### src/rtl/vector_point_sequencer_if.sv
// Point-stream handshake between the display-list reader and the vector
// sequencer. One destination point moves per pt_valid && pt_ready cycle.
interface vector_point_sequencer_if #(
    parameter int BITS = 12
);
    logic            pt_valid;
    logic [BITS-1:0] pt_x;
    logic [BITS-1:0] pt_y;
    logic            pt_blank;
    logic            pt_ready;

    // Point source (display-list side)
    modport master (
        output pt_valid,
        output pt_x,
        output pt_y,
        output pt_blank,
        input  pt_ready
    );

    // Point sink (sequencer side)
    modport slave (
        input  pt_valid,
        input  pt_x,
        input  pt_y,
        input  pt_blank,
        output pt_ready
    );
endinterface

### src/rtl/vector_point_sequencer.sv
// Vector point sequencer: takes one destination point at a time, loads it into
// the line stepper, then steps the line one pixel at a time. After every step
// it writes only the axis that moved to the dual-channel DAC and waits for the
// DAC to go idle again. Blanked moves can be followed by a settle hold so the
// deflection amplifiers catch up before the beam is lit again.
module vector_point_sequencer #(
    parameter int BITS          = 12,
    parameter int SETTLE_CYCLES = 16,
    parameter int CNT_BITS      = 16
) (
    input  logic                   clk,
    input  logic                   reset,
    vector_point_sequencer_if.slave pt,
    input  logic                   enable,
    output logic                   lt_strobe,
    output logic                   lt_next,
    output logic [BITS-1:0]        lt_x_in,
    output logic [BITS-1:0]        lt_y_in,
    input  logic                   lt_ready,
    input  logic                   lt_axis,
    input  logic [BITS-1:0]        lt_x,
    input  logic [BITS-1:0]        lt_y,
    output logic                   dac_strobe,
    output logic                   dac_axis,
    output logic [BITS-1:0]        dac_value,
    input  logic                   dac_ready,
    output logic                   blank,
    output logic                   busy,
    output logic [CNT_BITS-1:0]    points_done
);

    localparam logic [2:0] S_IDLE   = 3'd0;
    localparam logic [2:0] S_LOAD   = 3'd1;
    localparam logic [2:0] S_CHECK  = 3'd2;
    localparam logic [2:0] S_WRITE  = 3'd3;
    localparam logic [2:0] S_GAP    = 3'd4;
    localparam logic [2:0] S_DWAIT  = 3'd5;
    localparam logic [2:0] S_SETTLE = 3'd6;

    localparam bit HAS_SETTLE = (SETTLE_CYCLES > 0);
    // Counter only needs to hold SETTLE_CYCLES-1
    localparam int SW = (SETTLE_CYCLES > 1) ? $clog2(SETTLE_CYCLES) : 1;
    localparam logic [SW-1:0] SETTLE_LOAD = HAS_SETTLE ? SW'(SETTLE_CYCLES - 1) : '0;

    logic [2:0]      state;
    logic [BITS-1:0] dst_x;
    logic [BITS-1:0] dst_y;
    logic            dst_blank;
    logic [SW-1:0]   settle_cnt;

    logic pt_ready_int;
    logic accept;
    logic line_done;
    logic step_go;

    // Ready is forced low for as long as reset is held, not just after the edge
    assign pt_ready_int = (state == S_IDLE) && !reset;
    assign pt.pt_ready  = pt_ready_int;
    assign accept       = pt.pt_valid && pt_ready_int;

    // Stepper reports arrival: the line (possibly zero-length) is finished
    assign line_done = (state == S_CHECK) && lt_ready;
    // Next step only when the previous DAC write has fully drained
    assign step_go   = (state == S_CHECK) && !lt_ready && enable && dac_ready;

    // Destination is presented to the stepper continuously; it samples on lt_strobe
    assign lt_x_in = dst_x;
    assign lt_y_in = dst_y;

    // Strobes and DAC payload are pure state decodes, so they can never overlap
    always_comb begin
        lt_strobe  = (state == S_LOAD);
        lt_next    = step_go;
        dac_strobe = (state == S_WRITE);
        // Stepper outputs already hold the post-step position in WRITE
        dac_axis   = lt_axis;
        dac_value  = lt_axis ? lt_y : lt_x;
        busy       = (state != S_IDLE);
    end

    // Sequencer control: load, step/write/wait loop, optional settle hold
    always_ff @(posedge clk or posedge reset) begin
        if (reset) begin
            state <= S_IDLE;
        end else begin
            case (state)
                S_IDLE: begin
                    if (accept) begin
                        state <= S_LOAD;
                    end
                end
                S_LOAD: begin
                    state <= S_CHECK;
                end
                S_CHECK: begin
                    if (lt_ready) begin
                        state <= (dst_blank && HAS_SETTLE) ? S_SETTLE : S_IDLE;
                    end else if (enable && dac_ready) begin
                        state <= S_WRITE;
                    end
                end
                S_WRITE: begin
                    state <= S_GAP;
                end
                // DAC ready lags its strobe by a cycle, so it is ignored here
                S_GAP: begin
                    state <= S_DWAIT;
                end
                S_DWAIT: begin
                    if (dac_ready) begin
                        state <= S_CHECK;
                    end
                end
                S_SETTLE: begin
                    if (settle_cnt == '0) begin
                        state <= S_IDLE;
                    end
                end
                default: begin
                    state <= S_IDLE;
                end
            endcase
        end
    end

    // Capture the accepted destination; zero after reset so the stepper homes to (0,0)
    always_ff @(posedge clk or posedge reset) begin
        if (reset) begin
            dst_x     <= '0;
            dst_y     <= '0;
            dst_blank <= 1'b1;
        end else if (accept) begin
            dst_x     <= pt.pt_x;
            dst_y     <= pt.pt_y;
            dst_blank <= pt.pt_blank;
        end
    end

    // Beam blank follows the point's blank flag from LOAD onward; dark out of reset
    always_ff @(posedge clk or posedge reset) begin
        if (reset) begin
            blank <= 1'b1;
        end else if (state == S_LOAD) begin
            blank <= dst_blank;
        end
    end

    // Completed-point counter, wrapping naturally at its width
    always_ff @(posedge clk or posedge reset) begin
        if (reset) begin
            points_done <= '0;
        end else if (line_done) begin
            points_done <= points_done + 1'b1;
        end
    end

    // Settle hold counter: loaded as a blanked line finishes, counts down to zero
    always_ff @(posedge clk or posedge reset) begin
        if (reset) begin
            settle_cnt <= '0;
        end else if (line_done && dst_blank && HAS_SETTLE) begin
            settle_cnt <= SETTLE_LOAD;
        end else if ((state == S_SETTLE) && (settle_cnt != '0)) begin
            settle_cnt <= settle_cnt - 1'b1;
        end
    end

endmodule

### src/flat_wrapper.sv
// flat-port wrapper written by rule: the top's interface ports become plain ports
module vector_point_sequencer_flat 
#(
    parameter int BITS          = 12,
    parameter int SETTLE_CYCLES = 16,
    parameter int CNT_BITS      = 16
)
  (clk, reset, enable, lt_strobe, lt_next, lt_x_in, lt_y_in, lt_ready, lt_axis, lt_x, lt_y, dac_strobe, dac_axis, dac_value, dac_ready, blank, busy, points_done, pt_pt_valid, pt_pt_x, pt_pt_y, pt_pt_blank, pt_pt_ready);
  vector_point_sequencer_if #(.BITS(BITS)) pt_i ();
  input  logic clk;
  input  logic reset;
  input  logic enable;
  output logic lt_strobe;
  output logic lt_next;
  output logic [BITS-1:0] lt_x_in;
  output logic [BITS-1:0] lt_y_in;
  input  logic lt_ready;
  input  logic lt_axis;
  input  logic [BITS-1:0] lt_x;
  input  logic [BITS-1:0] lt_y;
  output logic dac_strobe;
  output logic dac_axis;
  output logic [BITS-1:0] dac_value;
  input  logic dac_ready;
  output logic blank;
  output logic busy;
  output logic [CNT_BITS-1:0] points_done;
  input wire logic [$bits(pt_i.pt_valid)-1:0] pt_pt_valid;
  input wire logic [$bits(pt_i.pt_x)-1:0] pt_pt_x;
  input wire logic [$bits(pt_i.pt_y)-1:0] pt_pt_y;
  input wire logic [$bits(pt_i.pt_blank)-1:0] pt_pt_blank;
  output wire logic [$bits(pt_i.pt_ready)-1:0] pt_pt_ready;
  assign pt_i.pt_valid = pt_pt_valid;
  assign pt_i.pt_x = pt_pt_x;
  assign pt_i.pt_y = pt_pt_y;
  assign pt_i.pt_blank = pt_pt_blank;
  assign pt_pt_ready = pt_i.pt_ready;
  vector_point_sequencer #(.BITS(BITS), .SETTLE_CYCLES(SETTLE_CYCLES), .CNT_BITS(CNT_BITS)) u_core (.clk(clk), .reset(reset), .pt(pt_i), .enable(enable), .lt_strobe(lt_strobe), .lt_next(lt_next), .lt_x_in(lt_x_in), .lt_y_in(lt_y_in), .lt_ready(lt_ready), .lt_axis(lt_axis), .lt_x(lt_x), .lt_y(lt_y), .dac_strobe(dac_strobe), .dac_axis(dac_axis), .dac_value(dac_value), .dac_ready(dac_ready), .blank(blank), .busy(busy), .points_done(points_done));
endmodule
### config.mk
export PLATFORM = sky130hd
export DESIGN_NAME = vector_point_sequencer_flat
export DESIGN_NICKNAME = d
export VERILOG_FILES = /design/src/rtl/vector_point_sequencer_if.sv /design/src/rtl/vector_point_sequencer.sv /design/src/flat_wrapper.sv
export SDC_FILE = /design/constraint.sdc
export NUM_CORES = 1
export LEC_CHECK = 0
export BUFFER_PORTS_ARGS = -buffer_cell sky130_fd_sc_hd__buf_2
export CORE_ASPECT_RATIO = 0.75
export CORE_UTILIZATION = 46
export DETAILED_ROUTE_END_ITERATION = 7
export PLACE_DENSITY = 0.8
export SETUP_SLACK_MARGIN = 0.1
export SYNTH_ARGS = -nofsm -noshare
export SYNTH_HDL_FRONTEND = slang
export SYNTH_SLANG_ARGS = --single-unit
### constraint.sdc
create_clock -name clk -period 2.3 [get_ports clk]
set_input_delay 0.46 -clock clk [delete_from_list [all_inputs] [get_ports clk]]
set_output_delay 0.46 -clock clk [all_outputs]
set_load 0.005 [all_outputs]
==> results of run 1 <==
-- kinds of logic (layout without fill, tap and decap cells) --
kind of cell | after synthesis | count (layout) | synth area share
AND/OR/NAND/NOR | 52 | 52 | 0.130
XOR/XNOR | 17 | 17 | 0.0624
adder cells (fa/ha/maj) | 2 | 2 | 0.0105
flip-flops | 49 | 49 | 0.515
AO/OA/AOI/OAI | 8 | 8 | 0.0215
buffers and inverters | 14 | 126 | 0.0451
multiplexers | 39 | 39 | 0.216
-- worst register-to-register path, stage by stage (launching register included) --
cell      delay (ns)
dfrtp_1         0.49
or3_4           0.45
nand2b_4        0.36
mux2_4          0.40
-- where the power goes --
group | switching [mW] | internal (mW)
Clock | 0.282 | 0.326
Combinational | 0.425 | 0.739
Sequential | 0.255 | 1.20
Total | 0.963 | 2.27
-- sequential cells by signal, indices dropped and copies added (netlist names) --
name / cells
u_core.lt_x_in: 12
u_core.points_done: 16
u_core.blank: 1
u_core.state: 3
u_core.lt_y_in: 12
u_core.dst_blank: 1
u_core.settle_cnt: 4
-- how the worst min path moves through the flow --
| stage | from | end | slack, ns | cells past startpoint |
|---|---|---|---|---|
| finish | reset | u_core.lt_y_in[10] | 0.18 | 2 |
| global route | reset | u_core.lt_y_in[10] | 0.23 | 2 |
| CTS | reset | u_core.lt_x_in[2] | 0.19 | 2 |
| detailed placement | u_core.points_done[15] | u_core.points_done[15] | 0.48 | 1 |
| global placement | u_core.points_done[15] | u_core.points_done[15] | 0.46 | 1 |
| floorplan | u_core.points_done[15] | u_core.points_done[15] | 0.47 | 1 |
-- placed cells by master (no fill, tap or decap) --
cell type    n
a21o_1       1
a21oi_1      2
a22oi_1      1
and2_1       1
and2b_1      1
and3_1       3
and3b_1      1
and4_1       3
and4bb_2     1
buf_12       1
buf_2      114
bufinv_16    1
clkbuf_8     5
clkinv_2     1
dfrtp_1     47
dfstp_2      2
ha_1         2
inv_1        2
inv_2        1
inv_6        1
mux2_2      19
mux2_4      20
nand2_1     13
nand2b_1     3
nand2b_4     1
nand3_1      6
nand3b_1     3
nand4_1      3
nor2_1       5
nor2b_1      1
nor3_1       1
nor3b_1      1
nor4b_1      1
o211ai_1     2
o21ai_0      1
o22ai_1      1
or3_1        3
or3_4        1
xnor2_1     15
xor2_1       2
-- cells in the mapped netlist, drive strengths merged (3+ instances only) --
library cell / instances
nand2: 13
and3: 3
nand2b: 4
or3: 4
nor2: 5
xnor2: 15
nand4: 3
inv: 3
nand3b: 3
dfrtp: 47
mux2: 39
buf: 9
and4: 3
nand3: 6
-- cell type report --
cell class,instances,area (sq um),area share
clock buffer,5,68.8,0.0224
clock inverter,3,43.8,0.0143
inverter,3,11.3,0.00367
multi-input combinational,118,1050,0.342
sequential,49,1230,0.401
tap,60,75.1,0.0245
timing repair buffer,115,591,0.193
-- routing by layer --
| metal | track usage | routed length, um |
|---|---|---|
| met1 | 0.256 | 2250 |
| met2 | 0.285 | 2220 |
| met3 | 0.0478 | 255 |
| met4 | 0.0381 | 29 |
| met5 | 0 | 0 |
==> summary.md, run 1 <==
| Metric | Value |
|---|---|
| Status | `complete, no violations` |
| Synthesized cell area | `0.00238 sq mm` |
| Fill cells | `411` |
| Fin util | `0.622` |
| GR Util All Layers | `0.182` |
| Setup TNS | `0 ns` |
| Clock Skew | `0.0134 ns` |
| Post-CTS Setup Inserts | `0` |
| Clk slew on worst S/H paths | `0.09 ns` |
| Post-place instance area | `0.00295 sq mm` |
| Fmax achieved | `0.518 GHz` |
| Post-synth top area share | `0.493` |
| Final Max Tran Viols | `0` |
| Synth area leaders | `dfrtp_1, mux2_4, mux2_2` |
| Sequential area share after synthesis | `0.515` |
| Fin nets | `350` |
| Die Ht | `64.4 um` |
| VDD IR max | `0.571 mV` |
| Async set-reset flop share out of synthesis | `1.00` |
| Setup WS pre-CTS | `0.507 ns` |
| CP delay by family, top | `simple AND/OR/NAND/NOR gates` |
| Remaining DRCs | `0` |
| Setup crit start | `u_core.state[0]` |
| CP Class | `flop to output port` |
| Routed WL | `4750 um` |
| WP data required | `1.84 ns` |
| Reg-to-reg startpoint | `u_core.state[2]` |
| Die width | `85.1 um` |
| H-tree levels | `2` |
| Worst setup path end | `lt_next` |
| Max_cap viols | `0` |
| GRT overflow | `0` |
| Synth Register Bits | `49` |
| Starting Density | `0.484` |
| # IOs | `115` |
| CP max-delay cell | `dfrtp_1` |
| Clock sink count | `49` |
| Headroom to the max-slew limit | `0.687` |
| Die area | `0.00548 sq mm` |
| Slew @ Worst Pin | `0.468 ns` |
| Post-synth EDFFs | `0` |
| First-pass GRT wire length | `7980 um` |
| Post-synth top area cell | `dfrtp_1` |
| Fin crit share | `0.839` |
| Final ANT Viol Nets | `0` |
| Hold Crit Class | `primary input to async pin` |
| CP Max Fanout | `11` |
| Non-Filler Instances | `353` |
| Clock Tree Buf Depth | `2` |
| Vias in the first global route | `1698` |
| Final hold vios | `0` |
| Crit-path max cell delay | `0.49 ns` |
| Design Area, Final | `0.00307 sq mm` |
| ANT cells | `0` |
| R2R cell count | `3` |
| Core area | `0.00493 sq mm` |
| Unrepaired setup endpoints after global routing | `no` |
| Synth Instances | `181` |
| Layout cells sized above 1 | `0.573` |
| Pwr Total | `3.23 mW` |
| Final setup fails | `0` |
| RR Endpoint | `u_core.lt_x_in[11]` |
| Vias | `1757` |
| WHS | `0.183 ns` |
| Cells along the critical path | `nor4b_1 -> nor2b_1 -> buf_2` |
| Startpoint types | `flop` |
| Syn Area/Cell | `13.2 sq um` |
| PortBufs | `114` |
| Leak pwr | `1.64 nW` |
| Bufs and invs on worst path | `1` |
| R2r setup slk | `0.52 ns` |
| Ys Warns | `0` |
| Largest net degree at the start of global routing | `29` |
| Root buf cell | `clkbuf_8` |
| Main synth FF type | `dfrtp_1` |
| Placed cell count | `345` |
| Clk_lat worst skew | `0.30 ns` |
| Arrival @ worst endpoint | `1.47 ns` |
| Crit. End Element | `output port` |
| First DRT Iteration DRCs | `71` |
| Area Overhead vs Synth | `28.6%` |
| CTS Buf Count | `5` |
| First drt pass iteration count | `4` |
| Final worst slack | `0.369 ns` |
| Std-Cell Rows | `22` |
| Vias/cell | `4.98` |
| Number of cells on the critical path | `3` |
| Synth cell types | `39` |
| WL per Instance | `13.5 um` |
| Syn_nets | `239` |
| Hold-fix buffers, CTS | `0` |
| Final HPWL DP | `3670 um` |
| Final Critical Period | `1.93 ns` |
| CTS tree | `built` |
| PwrDens | `1050 mW/mm^2` |
| Gp weighted congestion | `0.799` |
| Antenna violations before repair | `0` |
| Post-CTS sizing | `0` |
Note: power is estimated with default switching activity, not from simulation.
==> run 2, diff against run 1 <==
==> constraint.sdc (replaced) <==
create_clock -name clk -period 2 [get_ports clk]
set_input_delay 0.4 -clock clk [delete_from_list [all_inputs] [get_ports clk]]
set_output_delay 0.4 -clock clk [all_outputs]
set_load 0.005 [all_outputs]
==> run 2 against run 1 <==
Sequential power up 15%. Sequential share of layout area is 0.16 points higher. Via count hardly changed. Worst hold slack got worse by 0.062 ns. Critical path depth is the same. Flip-flop and latch count did not move. First-iteration DRC count fell by 21%. Global-route usage increased by 0.34 points. Final cell count unchanged. Total power up 13%. Final area is 0.29% lower. Largest cell class unchanged.
==> summary.md, run 2 (same netlist as run 1, synthesis figures left out) <==
| Metric | Value |
|---|---|
| PortBufs | `114 (unchanged)` |
| GR Util All Layers | `0.186 (was 0.182)` |
| Crit. End Element | `output port (unchanged)` |
| R2r setup slk | `0.23 ns (was 0.52 ns)` |
| First DRT Iteration DRCs | `56 (was 71)` |
| Hold-fix buffers, CTS | `0 (unchanged)` |
| Fin nets | `350 (unchanged)` |
| Clock Skew | `0.0105 ns (was 0.0134 ns)` |
| Std-Cell Rows | `22 (unchanged)` |
| Largest net degree at the start of global routing | `30 (was 29)` |
| Starting Density | `0.484 (unchanged)` |
| First-pass GRT wire length | `7900 um (was 7980 um)` |
| Final hold vios | `0 (unchanged)` |
| CP delay by family, top | `simple AND/OR/NAND/NOR gates (unchanged)` |
| CP max-delay cell | `dfrtp_1 (unchanged)` |
| ANT cells | `0 (unchanged)` |
| Root buf cell | `clkbuf_8 (unchanged)` |
| Max_cap viols | `0 (unchanged)` |
| Largest Register | `u_core.points_done (unchanged)` |
| First drt pass iteration count | `4 (unchanged)` |
| Commonest non-fill, non-tap cell in the layout | `buf_2 (unchanged)` |
| Startpoint types | `flop (unchanged)` |
| Vias in the first global route | `1711 (was 1698)` |
| Max FFs per register | `16 (unchanged)` |
| Commonest cells after routing, fill and taps aside | `buf_2, dfrtp_1, mux2_4 (unchanged)` |
| # IOs | `115 (unchanged)` |
| WP data required | `1.60 ns (was 1.84 ns)` |
| Vias | `1758 (was 1757)` |
| Unrepaired setup endpoints after global routing | `no (unchanged)` |
| PwrDens | `1190 mW/mm^2 (was 1050 mW/mm^2)` |
| Die area | `0.00548 sq mm (unchanged)` |
| Die width | `85.1 um (unchanged)` |
| Status | `complete, no violations (unchanged)` |
| Clk slew on worst S/H paths | `0.09 ns (about the same)` |
| Core area | `0.00493 sq mm (unchanged)` |
| Bufs and invs on worst path | `1 (unchanged)` |
| Final setup fails | `0 (unchanged)` |
| Arrival @ worst endpoint | `1.40 ns (was 1.47 ns)` |
| Routed WL | `4860 um (was 4750 um)` |
| Leak pwr | `1.63 nW (was 1.64 nW)` |
| Final ANT Viol Nets | `0 (unchanged)` |
| Final Max Tran Viols | `0 (unchanged)` |
| WHS | `0.122 ns (was 0.183 ns)` |
| Remaining DRCs | `0 (unchanged)` |
| Final HPWL DP | `3730 um (was 3670 um)` |
| WL per Instance | `13.8 um (was 13.5 um)` |
| Clock Tree Buf Depth | `2 (unchanged)` |
| Area Overhead vs Synth | `28.2% (was 28.6%)` |
| Vias/cell | `4.98 (about the same)` |
| H-tree levels | `2 (unchanged)` |
| Clk_lat worst skew | `0.30 ns (about the same)` |
| CP Max Fanout | `11 (unchanged)` |
| Fill cells | `386 (was 411)` |
| Final Critical Period | `1.80 ns` |
| Setup TNS | `0 ns (unchanged)` |
| CTS Buf Count | `5 (unchanged)` |
| Fmax achieved | `0.556 GHz` |
| Cells along the critical path | `or3_4 -> nor2_1 -> buf_2 (was nor4b_1 -> nor2b_1 -> buf_2)` |
| Clock sink count | `49 (unchanged)` |
| Gp weighted congestion | `0.816 (was 0.799)` |
| Fin util | `0.621 (was 0.622)` |
| GRT overflow | `0 (unchanged)` |
| Die Ht | `64.4 um (unchanged)` |
| Crit-path max cell delay | `0.49 ns (about the same)` |
| Layout cells sized above 1 | `0.580 (was 0.573)` |
| Fin crit share | `0.899` |
| Headroom to the max-slew limit | `0.690 (was 0.687)` |
| Slew @ Worst Pin | `0.465 ns (was 0.468 ns)` |
| VDD IR max | `0.644 mV (was 0.571 mV)` |
| CP Class | `flop to output port (unchanged)` |
| Antenna violations before repair | `0 (unchanged)` |
| CTS tree | `built (unchanged)` |
| Hold Crit Class | `primary input to async pin (unchanged)` |
-- run 2: repair_timing --
item	4_1_cts	5_1_grt
buffers inserted	0	0
endpoints found under the setup margin	0	2
hold endpoints to repair	0	0
gates resized for setup	0	2
-- run 2: final cells by class --
type	instances	area [sq um]	area share
Sequential cell	49	1230	0.402
Multi-Input combinational cell	118	1050	0.345
Timing Repair Buffer	115	591	0.193
Clock buffer	6	82.6	0.0270
Tap cell	60	75.1	0.0245
Clock inverter	2	13.8	0.00450
Inverter	3	11.3	0.00368
-- run 2: worst register-to-register path, stage by stage (launching register included) --
cell      delay, ns
dfrtp_1        0.49
or3_4          0.42
nand2b_4       0.36
mux2_4         0.40
-- run 2: worst paths after layout --
path	startpoint	end	depth (start not counted)
max	u_core.state[1]	pt_pt_ready	3
min	reset	u_core.lt_x_in[8]	2
max reg2reg	u_core.state[1]	u_core.lt_x_in[3]	3
min reg2reg	u_core.points_done[6]	u_core.points_done[6]	1
max in group asynchronous	reset	u_core.blank	3
min in group clk	pt_pt_x[10]	u_core.lt_x_in[10]	2
-- run 2: per-stage QoR --
| stage | instance area, sq um | instances | setup slack, ns | power (mW) |
|---|---|---|---|---|
| 6_report | 3060 | 353 | 0.201 | 3.64 |
| 5_1_grt | 3060 | 353 | 0.120 | 3.90 |
| 4_1_cts | 3050 | 353 | 0.111 | 3.67 |
| 3_5_place_dp | 2950 | 345 | 0.210 | 3.06 |
| 3_3_place_gp | 2950 | 345 | 0.257 | 2.98 |
| 2_1_floorplan | 2380 | 181 | 0.287 | 2.56 |
-- run 2: power breakdown --
part | switching [mW] | internal, mW
Clock | 0.319 | 0.281
Sequential | 0.295 | 1.38
Combinational | 0.502 | 0.856
-- run 2: layer usage --
| layer | part of all wire | track usage | up-vias |
|---|---|---|---|
| met3 | 0.061 | 0.0491 | 4 |
| met4 | 0.0086 | 0.0572 | 0 |
| met1 | 0.45 | 0.236 | 859 |
| met5 | 0 | 0 | - |
| met2 | 0.48 | 0.311 | 53 |
| li1 | - | - | 842 |
==> run 3, diff against run 2 <==
==> constraint.sdc (replaced) <==
create_clock -name clk -period 1.8 [get_ports clk]
set_input_delay 0.36 -clock clk [delete_from_list [all_inputs] [get_ports clk]]
set_output_delay 0.36 -clock clk [all_outputs]
set_load 0.005 [all_outputs]
==> run 3 against run 2 <==
Clock power increased by 7.0%. Clock skew decreased by 0.00084 ns. Largest power group unchanged. Highest routed layer unchanged. Total power increased by 15%.
==> summary.md, run 3 (same netlist as run 1, synthesis figures left out) <==
| Metric | Value |
|---|---|
| Fmax achieved | `0.574 GHz` |
| FF/Latch Area | `0.00123 sq mm (about the same)` |
| CTS Buf Count | `5 (unchanged)` |
| GR Util All Layers | `0.198 (was 0.186)` |
| Final hold vios | `0 (unchanged)` |
| First-pass GRT wire length | `8430 um (was 7900 um)` |
| Clk slew on worst S/H paths | `0.09 ns (about the same)` |
| Die width | `85.1 um (unchanged)` |
| Die Ht | `64.4 um (unchanged)` |
| Vias | `1794 (was 1758)` |
| First DRT Iteration DRCs | `55 (was 56)` |
| ANT cells | `0 (unchanged)` |
| Fin nets | `358 (was 350)` |
| CP Class | `flop to output port (unchanged)` |
| Bufs and invs on worst path | `2 (was 1)` |
| Clock Skew | `0.00969 ns (was 0.0105 ns)` |
| Root buf cell | `clkbuf_8 (unchanged)` |
| WP data required | `1.44 ns (was 1.60 ns)` |
| Layout cells sized above 1 | `0.598 (was 0.580)` |
| Final Max Tran Viols | `0 (unchanged)` |
| Area Overhead vs Synth | `31.7% (was 28.2%)` |
| Final Critical Period | `1.74 ns` |
| Std-Cell Rows | `22 (unchanged)` |
| PortBufs | `114 (unchanged)` |
| Die area | `0.00548 sq mm (unchanged)` |
| CP delay by family, top | `simple AND/OR/NAND/NOR gates (unchanged)` |
| CP Max Fanout | `5 (was 11)` |
| Clk_lat worst skew | `0.30 ns (about the same)` |
| Vias/cell | `4.97 (was 4.98)` |
| Non-Filler Instances | `361 (was 353)` |
| Clock sink count | `49 (unchanged)` |
| Placed cell count | `349 (was 345)` |
| Max_cap viols | `0 (unchanged)` |
| WL per Instance | `14.6 um (was 13.8 um)` |
| Leak pwr | `1.68 nW (was 1.63 nW)` |
| Cells along the critical path | `buf_6 -> nor4b_4 -> nor2b_1 -> buf_2 (was or3_4 -> nor2_1 -> buf_2)` |
| Largest net degree at the start of global routing | `32 (was 30)` |
| First drt pass iteration count | `4 (unchanged)` |
| Hold Crit Class | `primary input to async pin (unchanged)` |
| VDD IR max | `0.620 mV (was 0.644 mV)` |
| Pwr Total | `4.19 mW (was 3.64 mW)` |
| Vias in the first global route | `1737 (was 1711)` |
| PwrDens | `1330 mW/mm^2 (was 1190 mW/mm^2)` |
| Starting Density | `0.484 (unchanged)` |
| Largest Register | `u_core.points_done (unchanged)` |
| Final ANT Viol Nets | `0 (unchanged)` |
| Hold-fix buffers, CTS | `0 (unchanged)` |
| Clock Tree Buf Depth | `2 (unchanged)` |
| CP max-delay cell | `dfrtp_1 (unchanged)` |
| Commonest cells after routing, fill and taps aside | `buf_2, dfrtp_1, mux2_4 (unchanged)` |
| H-tree levels | `2 (unchanged)` |
| Headroom to the max-slew limit | `0.704 (was 0.690)` |
| Max FFs per register | `16 (unchanged)` |
| Startpoint types | `flop (unchanged)` |
| Arrival @ worst endpoint | `1.38 ns (was 1.40 ns)` |
| Area of the multi-input gates | `0.00109 sq mm (was 0.00105 sq mm)` |
| Fill cells | `391 (was 386)` |
| Gp weighted congestion | `0.725 (was 0.816)` |
| CTS tree | `built (unchanged)` |
| Fin crit share | `0.967` |
| Core area | `0.00493 sq mm (unchanged)` |
| Routed WL | `5290 um (was 4860 um)` |
| Commonest non-fill, non-tap cell in the layout | `buf_2 (unchanged)` |
| # IOs | `115 (unchanged)` |
| Final setup fails | `0 (unchanged)` |
| Crit-path max cell delay | `0.41 ns (was 0.49 ns)` |
| Antenna violations before repair | `0 (unchanged)` |
| Remaining DRCs | `0 (unchanged)` |
| Slew @ Worst Pin | `0.443 ns (was 0.465 ns)` |
| Unrepaired setup endpoints after global routing | `yes (was no)` |
| Status | `complete, no violations (unchanged)` |
| Crit. End Element | `output port (unchanged)` |
| Final HPWL DP | `3770 um (was 3730 um)` |
| GRT overflow | `0 (unchanged)` |
## run 3: cell type report
cell class,count,share of cell area
Clock buffer,6,0.0231
Clock inverter,2,0.00438
Inverter,3,0.00359
Multi-Input combinational cell,119,0.347
Sequential cell,49,0.391
Tap cell,60,0.0239
Timing Repair Buffer,122,0.207
## run 3: worst paths after layout
kind / start / to / slack, ns / depth (start not counted)
max in group asynchronous: reset / u_core.dst_blank / 1.16 / 3
worst max-delay path: u_core.state[2] / lt_next / 0.06 / 4
worst min-delay path: reset / u_core.lt_y_in[6] / 0.07 / 2
min in group clk: pt_pt_y[3] / u_core.lt_y_in[3] / 0.28 / 2
worst max register to register: u_core.state[2] / u_core.points_done[13] / 0.19 / 5
worst min register to register: u_core.points_done[15] / u_core.points_done[15] / 0.47 / 1
## run 3: worst register-to-register path, cell delays in order, from the launching register on
cell and delay (ns):
dfrtp_1 0.41, buf_4 0.16, and4bb_2 0.35, and4_4 0.30, nand4_1 0.14, xnor2_1 0.14
## run 3: routing by layer
metal,up-vias,GRT usage,part of all wire
met5,-,0,0
li1,869,-,-
met1,864,0.261,0.46
met2,53,0.319,0.47
met3,8,0.0504,0.057
met4,0,0.0678,0.014
## run 3: where the power goes
group / leakage (nW) / switching [mW] / internal (mW)
Sequential: 0.608 / 0.281 / 1.53
Combinational: 1.02 / 0.671 / 1.06
Clock: 0.0456 / 0.364 / 0.277
Total: 1.68 / 1.32 / 2.87
## run 3: what timing repair did
item,4_1_cts,5_1_grt
cloned,0,1
resized for setup,5,5
endpoints found under the setup margin,19,32
endpoints found under the hold margin,0,0
pin swaps,0,3
buffers inserted,2,2
## run 3: per-stage QoR
stage / area (sq um) / worst slack (ns) / util / setup TNS (ns) / hold WS [ns]
floorplan: 2390 / 0.0904 / - / 0 / 0.468
global placement: 2980 / 0.135 / 0.606 / 0 / 0.404
detailed placement: 2980 / 0.0898 / 0.606 / 0 / 0.400
CTS: 3110 / 0.0605 / 0.631 / 0 / 0.0722
global route: 3140 / -0.0617 / 0.637 / -0.0617 / 0.0892
finish: 3140 / 0.0586 / 0.637 / 0 / 0.0658
